`src/rtl/thumb_fetch_queue.sv`:
```
// Fetch queue between instruction memory and decode: pairs halfwords with their PCs and
// assembles 16/32-bit Thumb instructions. Define FETCH_THUMB32_EN to enable 32-bit assembly.
module thumb_fetch_queue #(
   parameter int WORD  = 32,
   parameter int DEPTH = 4
) (
   input  logic            clk_i,
   input  logic            reset_i,
   input  logic [WORD-1:0] pc_i,
   input  logic            pc_valid_i,
   input  logic [15:0]     imem_halfword_i,
   input  logic            redirect_i,
   input  logic [WORD-1:0] redirect_pc_i,
   input  logic            decode_ready_i,
   output logic            instr_valid_o,
   output logic [31:0]     instr_o,
   output logic [WORD-1:0] instr_pc_o,
   output logic            instr_is_32_o,
   output logic            stall_req_o
);

   localparam int AW = $clog2(DEPTH);
   localparam int CW = AW + 1;
   localparam logic [CW-1:0] FULL_C  = CW'(DEPTH);
   localparam logic [CW-1:0] STALL_C = CW'(DEPTH - 2);
   localparam logic [CW-1:0] ONE_C   = CW'(1);
   localparam logic [CW-1:0] TWO_C   = CW'(2);

   logic [15:0]     hw_mem_q [DEPTH];
   logic [WORD-1:0] pc_mem_q [DEPTH];

   logic [WORD-1:0] req_pc_q, req_pc_d;
   logic            req_valid_q, req_valid_d;
   logic [WORD-1:0] expected_pc_q, expected_pc_d;
   logic [CW-1:0]   count_q, count_d;
   logic [AW-1:0]   wr_ptr_q, wr_ptr_d;
   logic [AW-1:0]   rd_ptr_q, rd_ptr_d;

   logic [AW-1:0]   rd_ptr_nxt;
   logic [15:0]     head_hw;
   logic [15:0]     second_hw;
   logic            head_32;
   logic            head_ok;
   logic            push;
   logic            pop;

   assign rd_ptr_nxt = rd_ptr_q + AW'(1);
   assign head_hw    = hw_mem_q[rd_ptr_q];
   assign second_hw  = hw_mem_q[rd_ptr_nxt];

`ifdef FETCH_THUMB32_EN
   assign head_32 = (head_hw[15:11] == 5'b11101) || (head_hw[15:11] == 5'b11110) ||
                    (head_hw[15:11] == 5'b11111);
`else
   assign head_32 = 1'b0;
`endif

   // A 32-bit head needs both halves resident before it is presented.
   assign head_ok       = (count_q >= ONE_C) && (!head_32 || (count_q >= TWO_C));
   assign instr_valid_o = head_ok && !redirect_i;
   assign instr_is_32_o = instr_valid_o && head_32;
   assign instr_pc_o    = instr_valid_o ? pc_mem_q[rd_ptr_q] : '0;
   assign instr_o       = !instr_valid_o ? 32'h0 :
                          head_32 ? {head_hw, second_hw} : {16'h0, head_hw};
   assign stall_req_o   = (count_q >= STALL_C);

   // Only the halfword we are waiting for is kept; stall repeats and stale returns fall away.
   assign push = req_valid_q && (req_pc_q == expected_pc_q) && (count_q < FULL_C) && !redirect_i;
   assign pop  = instr_valid_o && decode_ready_i;

   always_comb begin
      req_pc_d      = pc_i;
      req_valid_d   = pc_valid_i;
      expected_pc_d = expected_pc_q;
      count_d       = count_q;
      wr_ptr_d      = wr_ptr_q;
      rd_ptr_d      = rd_ptr_q;
      if (redirect_i) begin
         req_valid_d   = 1'b0;
         expected_pc_d = redirect_pc_i;
         count_d       = '0;
         wr_ptr_d      = '0;
         rd_ptr_d      = '0;
      end else begin
         if (push) begin
            wr_ptr_d      = wr_ptr_q + AW'(1);
            expected_pc_d = expected_pc_q + WORD'(2);
         end
         if (pop) begin
            rd_ptr_d = rd_ptr_q + (head_32 ? AW'(2) : AW'(1));
         end
         count_d = count_q + (push ? ONE_C : '0) - (pop ? (head_32 ? TWO_C : ONE_C) : '0);
      end
   end

   always_ff @(posedge clk_i or posedge reset_i) begin
      if (reset_i) begin
         req_pc_q      <= '0;
         req_valid_q   <= 1'b0;
         expected_pc_q <= '0;
         count_q       <= '0;
         wr_ptr_q      <= '0;
         rd_ptr_q      <= '0;
      end else begin
         req_pc_q      <= req_pc_d;
         req_valid_q   <= req_valid_d;
         expected_pc_q <= expected_pc_d;
         count_q       <= count_d;
         wr_ptr_q      <= wr_ptr_d;
         rd_ptr_q      <= rd_ptr_d;
      end
   end

   // Payload storage carries no reset; occupancy is governed by count_q alone.
   always_ff @(posedge clk_i) begin
      if (push) begin
         hw_mem_q[wr_ptr_q] <= imem_halfword_i;
         pc_mem_q[wr_ptr_q] <= req_pc_q;
      end
   end

endmodule

```
`config.mk`:
```
export PLATFORM = sky130hd
export DESIGN_NAME = thumb_fetch_queue
export DESIGN_NICKNAME = d
export VERILOG_FILES = /design/src/rtl/thumb_fetch_queue.sv
export SDC_FILE = /design/constraint.sdc
export NUM_CORES = 1
export LEC_CHECK = 0
export CAP_MARGIN = 15
export CORE_MARGIN = 8
export CORE_UTILIZATION = 35
export DETAILED_ROUTE_END_ITERATION = 8
export PLACE_DENSITY = 0.62
export RECOVER_POWER = 25
export SLEW_MARGIN = 40
export SYNTH_ARGS = -nofsm -noshare
export SYNTH_HDL_FRONTEND = slang
export SYNTH_SLANG_ARGS = --single-unit
```
`constraint.sdc`:
```
create_clock -name clk_i -period 8.9 [get_ports clk_i]
set_clock_uncertainty 0.05 [all_clocks]
set_input_delay 1.78 -clock clk_i [delete_from_list [all_inputs] [get_ports clk_i]]
set_output_delay 1.78 -clock clk_i [all_outputs]
set_load 0.05 [all_outputs]
```
# ---- Yosys cells after proc, flatten, opt, wreduce, memory -nomap -nowiden
# Memories as Yosys holds them, arrays and structs flattened.
# Index checks and enable logic that the tools add are counted.
dict set report word_totals {
  ff_bits 72
  mem_bits_rw 192
  inputBits 85
  word_cells 39
  memories 2
}
dict set report op_classes {
  n_addsub 5
  magnitude_cmp 3
  n_eq_ne 1
  muxes 14
  n_reduce_logical 8
}
# memory words word_bits read_ports rd_clocked_by_memory_dff write_ports line_no
set memory_table {}
lappend memory_table {pc_mem_q 4 32 1 0 1 30} ;# logic [WORD-1:0] pc_mem_q [DEPTH];
lappend memory_table {hw_mem_q 4 16 1 0 1 29} ;# logic [15:0] hw_mem_q [DEPTH];
# operator n
set op_table {}
lappend op_table {{32-bit 2-to-1 mux} 3}
lappend op_table {{32-bit by 2-bit adder with 32-bit output (second input constant)} 1}
lappend op_table {{32-bit equality test} 1}
lappend op_table {{16-bit 2-to-1 mux} 1}
lappend op_table {{2-bit 2-to-1 mux} 4}
lappend op_table {{1-bit logical AND} 5}
lappend op_table {{1-bit 2-to-1 mux} 5}
lappend op_table {{2-bit by 1-bit adder with 2-bit output (second input constant)} 2}
lappend op_table {{2-bit nonzero test} 2}
lappend op_table {{3-bit by 1-bit adder with 3-bit output} 1}
lappend op_table {{3-bit by 1-bit >= comparator with 1-bit output (second input constant)} 1}
lappend op_table {{3-bit by 2-bit >= comparator with 1-bit output (second input constant)} 1}
lappend op_table {{3-bit less-than comparator (second input constant)} 1}
lappend op_table {{3-bit 2-to-1 mux} 1}
lappend op_table {{3-bit by 1-bit subtractor with 3-bit output} 1}
lappend op_table {{1-bit zero test} 1}

# ---- Depth between registers and ports, before layout
# Gate-level depths: netlist of run 1.
dict set report depth {
  word_depth 8
  mapped_depth 16
  mapped_depth_nobuf 13
}

# ---- Worst setup path after synthesis of run 1
# No wires, ideal clock.
dict set report synth_path {
  path_type {input to output}
  startpoint {input redirect_i}
  endpoint {output instr_o[10]}
  t_arrival_ns 3.122
  required_time_ns 7.070
  setup_slack_ns 3.948
  cell_stages 3
  cell_sequence {a21oi_1 clkbuf_1 and2_1}
}
dict set report synth_via {
  elab_chain_len 3
}
# item line_no
set synth_rtl {}
lappend synth_rtl {{start: declaration} 12} ;# input logic redirect_i,
lappend synth_rtl {{1-bit zero test} 60} ;# assign instr_valid_o = head_ok && !redirect_i;
lappend synth_rtl {{1-bit logical AND} 60}
lappend synth_rtl {{net instr_valid_o} 15} ;# output logic instr_valid_o,
lappend synth_rtl {{16-bit 2-to-1 mux} 63} ;# assign instr_o = !instr_valid_o ? 32'h0 :
lappend synth_rtl {{end: declaration} 16} ;# output logic [31:0] instr_o,
# The timed path passes the listed nets, and every way through them passes these cells.

# ---- Worst setup path after layout of run 1
dict set report layout_path {
  startpoint {input redirect_i}
  endpoint {output instr_o[10]}
}
dict set report layout_via {
  elab_chain_len 3
}
# item line_no
set layout_rtl {}
lappend layout_rtl {{1-bit zero test} 60}
lappend layout_rtl {{1-bit logical AND} 60}
lappend layout_rtl {{16-bit 2-to-1 mux} 63}
# No other way between the ends.

==> flow_summary.toml, run 1 <==
[sta]
fin_ws_ns = 3.45
fin_setup_tns_ns = 0
setup-violations-final = 0
rsz0062_at_grt = "false"
max_freq_mhz = 183
drv_slew = 0
fin_hold_ws_ns = 0.482
worstMarginPinSlew_ns = 0.698
period_needed_ns = 5.45
post-route-period-util = 0.613
hold_viol_final = 0
slew_headroom = 0.530

[synthesis]
syn_area_um2 = 11000
avgSynthCellArea_um2 = 15.9
synth-simple-area-share = 0.104
muxShareOfSynthArea = 0.101
synth_top_area_share = 0.522
ys_ff_latch = 264
synthXorXnorAreaFrac = 0.0286
synth_top_family_by_area = "simple AND/OR/NAND/NOR gates"
synth_area_leaders = "edfxtp_1 52%, dfrtp_1 16%, mux4_2 9.8%"
yosysSeqAreaShare = 0.685
ys.flop_type = "edfxtp_1"
synth-edff-count = 192
synth_compound_area_frac = 0.0391
yosysUniqueCellTypes = 51
yosys_warnings = 0
async_flop_share = 0.273
yosys.area.top_type = "edfxtp_1"
synth_fa_ha_area_frac = 0.0109
netlist_instances = 693

[global_routing]
grt_pass1_wl_mm = 40.6
grt_max_degree = 62
grt_pass1_vias = 6592
track_usage = 0.140
antenna_found_initial = 0
grt-ovfl-total = 0

[routing]
drc = 0
wl_met1_mm = 11.7
met2RoutedLength_mm = 12.7
via_per_inst = 5.05
wl_per_cell_um = 21.1
top_layer_used = "met4"
dr_wl_met3_mm = 1.67
dr_total_vias = 6336
ant_nets = 0
drt-total-wl_mm = 26.5
drt_iter0_drc = 368
dr.pass1.iters = 7

[floorplan]
die-area_um2 = 37500
die_h_um = 194
floorplan.core_area_um2 = 31300
rows = 65
start_util = 0.353
io_pins = 152
chipWidth_um = 194

[setup_path]
crit_arrival_ns = 3.62
critPathCaptureType = "primary output"
reg2reg_to = "hw_mem_q[2][0]"
reg2reg_depth = 6
cp-start-kind = "input pin"
required_ns = 7.07
r2r_start = "expected_pc_q[11]"
r2r_slack_ns = 4.96
worstSetupPathType = "in2out"
path_max_fanout = 39

[place]
post-place-ws_ns = 3.40
hpwlAfterDp_mm = 17.8
place_inst = 1203
post_dp_cell_area_um2 = 12800
io_buffers = 134
gp_congestion = 0.812

[clock_network]
ctsHoldBuffers = 0
cts_resized = 0
cts_buffer_depth = 3
clock_sinks = 264
root_buffer = "clkbuf_16"
clkTransAtPathRegs_ns = 0.06
htree_levels = 1
clock_latency_ns = 0.53
cts_tree = "yes"
cts_buffers = 28
cts_setup_buffers = 0

[finish]
multiInputGateArea_um2 = 3210
seqCellArea_um2 = 7570
n_antenna_cell = 0
fin_area_um2 = 13700
fillCellCount = 2821
layout.cells.non_filler = 1255
layout.nets = 925
drive_gt1_frac = 0.143
final_util = 0.439
area_delta_synth_final_pct = 24.4
final_cell_mix = "192 x edfxtp_1, 117 x clkdlybuf4s50_1, 70 x dfrtp_1"
final_common_cell = "edfxtp_1"

[pwr]
p_leak_nw = 4.68
power.total_mw = 3.22
max-vdd-ir-drop_uv = 154
power_density_nw_per_um2 = 234

[min_path]
hold_path_class = "reg2reg"
hold_path_depth = 0
min_from = "req_pc_q[16]"
min_delay_worst_endpoint = "pc_mem_q[0][16]"

[outcome]
status = "finished clean"

[job]
cap_viol_max_count = 0
## worst max path at each step
stage | from | endpoint | depth (start not counted)
after floorplan | redirect_i | instr_o[10] | 3
after global placement | redirect_i | instr_o[2] | 5
after detailed placement | redirect_i | instr_o[10] | 5
after CTS | redirect_i | instr_o[9] | 5
after global routing | redirect_i | instr_pc_o[26] | 5
final | redirect_i | instr_o[10] | 5
## cells in the mapped netlist, types with 4 or more instances
master,number
nor2_1,31
a21oi_1,6
and2_1,49
edfxtp_1,192
buf_1,4
xor2_1,31
ha_1,8
nand2_1,28
buf_2,9
and4_1,5
o311ai_1,8
o21ai_0,11
nand2b_1,5
o31ai_1,8
nand3_1,19
or4_1,7
nand4_1,9
a31oi_1,14
nor4_1,7
buf_4,17
nor2b_1,5
or3_1,7
mux4_2,48
and3_1,14
xnor2_1,5
inv_1,14
clkbuf_1,20
or2_2,4
dfrtp_1,72
## cell families (layout without fill, tap and decap cells)
logic type | after synthesis | after routing
fa+ha+maj | 9 | 9
simple gates | 203 | 203
other cells | 1 | 17
mux | 51 | 51
flops | 264 | 264
xor+xnor | 36 | 36
compound gates | 63 | 63
buf+inv | 66 | 210
## layer usage
metal	vias up	GRT usage
met3	37	0.0299
met1	3205	0.189
met2	202	0.229
met5	-	0
li1	2892	-
met4	0	0.0331
## worst max-delay path, cell delays in order
cell             delay (ns)
buf_2                  0.13
a21oi_4                0.29
buf_4                  0.40
and2_1                 0.19
clkdlybuf4s50_1        0.80
## cell type report
| cell class | instances | area share |
|---|---|---|
| multi-input combinational | 379 | 0.234 |
| tap | 402 | 0.0366 |
| inverter | 14 | 0.00382 |
| clock inverter | 16 | 0.0148 |
| timing repair buffer | 144 | 0.103 |
| sequential | 264 | 0.551 |
| clock buffer | 36 | 0.0569 |
## state kept, by name, summed over array words and instances, names as in the netlist
name           count
rd_ptr_q           2
pc_mem_q         128
req_valid_q        1
hw_mem_q          64
req_pc_q          32
expected_pc_q     32
wr_ptr_q           2
count_q            3
## power by group
group | internal [mW] | switching (mW)
Sequential | 1.35 | 0.0608
Clock | 0.761 | 0.465
Combinational | 0.244 | 0.339
Total | 2.35 | 0.865
No activity file was read; power rests on OpenSTA's default activity.
==> inputs of run 2 (changes only) <==
Clock period 8.9 ns to 5.5 ns, I/O delays scaled along.
==> flow_summary.toml, run 2 (same netlist as run 1, synthesis figures left out) <==
[routing]
dr_total_vias = 6337
drt_iter0_drc = 374
drc = 0
drt-total-wl_mm = 26.5
wl_per_cell_um = 21.0
ant_nets = 0
via_per_inst = 5.02
dr.pass1.iters = 5

[clock_network]
cts_buffer_depth = 3
cts_resized = 0
clock_latency_ns = 0.54
ctsHoldBuffers = 0
root_buffer = "clkbuf_16"
clock_sinks = 264
clkTransAtPathRegs_ns = 0.06
cts_buffers = 29
cts_tree = "yes"
cts_setup_buffers = 0
htree_levels = 1

[sta]
setup-violations-final = 0
post-route-period-util = 0.793
slew_headroom = 0.454
fin_ws_ns = 1.14
drv_slew = 0
hold_viol_final = 0
rsz0062_at_grt = "false"
max_freq_mhz = 229
period_needed_ns = 4.36
worstMarginPinSlew_ns = 0.819
fin_setup_tns_ns = 0
fin_hold_ws_ns = 0.470

[floorplan]
chipWidth_um = 194
die-area_um2 = 37500
floorplan.core_area_um2 = 31300
die_h_um = 194
start_util = 0.353
rows = 65
io_pins = 152

[outcome]
status = "finished clean"

[pwr]
switching_share = 0.273
switchingPower_mw = 1.40
power_density_nw_per_um2 = 372
clockPowerShare = 0.369
max-vdd-ir-drop_uv = 239
p_int_mw = 3.72
share_comb_of_total_power = 0.182
power.total_mw = 5.12
seqPwrFrac = 0.449
p_leak_nw = 4.68

[finish]
fillCellCount = 2775
area_delta_synth_final_pct = 24.5
final_cell_mix = "192 x edfxtp_1, 117 x clkdlybuf4s50_1, 70 x dfrtp_1"
layout.nets = 932
final_common_cell = "edfxtp_1"
n_antenna_cell = 0
largest_register = "pc_mem_q"
top_regs = "pc_mem_q: 128 flops, hw_mem_q: 64 flops"
drive_gt1_frac = 0.147
multiInputGateArea_um2 = 3210
largest_register_ffs = 128
seqCellArea_um2 = 7570

[setup_path]
r2r_slack_ns = 1.84
critPathCaptureType = "primary output"
crit_arrival_ns = 3.21
required_ns = 4.35
reg2reg_depth = 6
path_max_fanout = 35
cp-start-kind = "flip-flop"
worstSetupPathType = "reg2out"

[global_routing]
grt_pass1_wl_mm = 41.2
grt_max_degree = 52
grt-ovfl-total = 0
grt_pass1_vias = 6718
track_usage = 0.140
antenna_found_initial = 0

[job]
cap_viol_max_count = 0

[place]
io_buffers = 134
gp_congestion = 0.819
post-place-ws_ns = 1.27
hpwlAfterDp_mm = 18.1

[min_path]
hold_path_depth = 0
hold_path_class = "reg2reg"
==> run 2: changes by cell type in the layout (fill, tap and decap cells not counted), sizes merged <==
cell,change
clkbuf,+7
bufinv,-3
buf,+6
clkinv,-3
==> run 2: metrics by stage <==
step           cell area, µm²  cells   util
2_1_floorplan           11100    709      -
3_3_place_gp            12800   1209  0.409
3_5_place_dp            12800   1209  0.409
4_1_cts                 13700   1262  0.439
5_1_grt                 13700   1262  0.439
6_report                13700   1262  0.439
==> run 2: layout make-up <==
class,instances,area share
clock buffers,43,0.0610
well taps,402,0.0366
flip-flops and latches,264,0.551
multi-input cells,379,0.234
repair buffers,150,0.107
inverters,14,0.00382
clock inverters,10,0.00719
==> run 2: critical path, stage by stage (launching register included) <==
cell	delay, ns
dfrtp_4	0.89
buf_4	0.36
mux4_2	0.56
and2_1	0.17
clkdlybuf4s50_1	0.70
==> run 2: final timing paths <==
| kind | startpoint | to |
|---|---|---|
| min reg2reg | req_pc_q[16] | pc_mem_q[1][16] |
| min | req_pc_q[16] | pc_mem_q[1][16] |
| max in group asynchronous | reset_i | rd_ptr_q[0] |
| max reg2reg | expected_pc_q[4] | hw_mem_q[3][13] |
| min in group asynchronous | reset_i | expected_pc_q[9] |
| max | rd_ptr_q[0] | instr_o[11] |
==> run 2: per-layer routing <==
metal	vias up	track usage	part of all wire
met3	40	0.0278	0.057
met1	3197	0.186	0.43
met2	186	0.237	0.49
li1	2914	-	-
met5	-	0	0
met4	0	0.0314	0.019
==> run 2: power by group through the flow <==
stage	Sequential [mW]	Clock (mW)	Combinational [mW]
finish	2.30	1.89	0.932
global route	2.31	2.02	0.997
CTS	2.30	1.94	0.953
detailed placement	2.34	0	0.951
global placement	2.34	0	0.946
floorplan	2.26	0	0.687
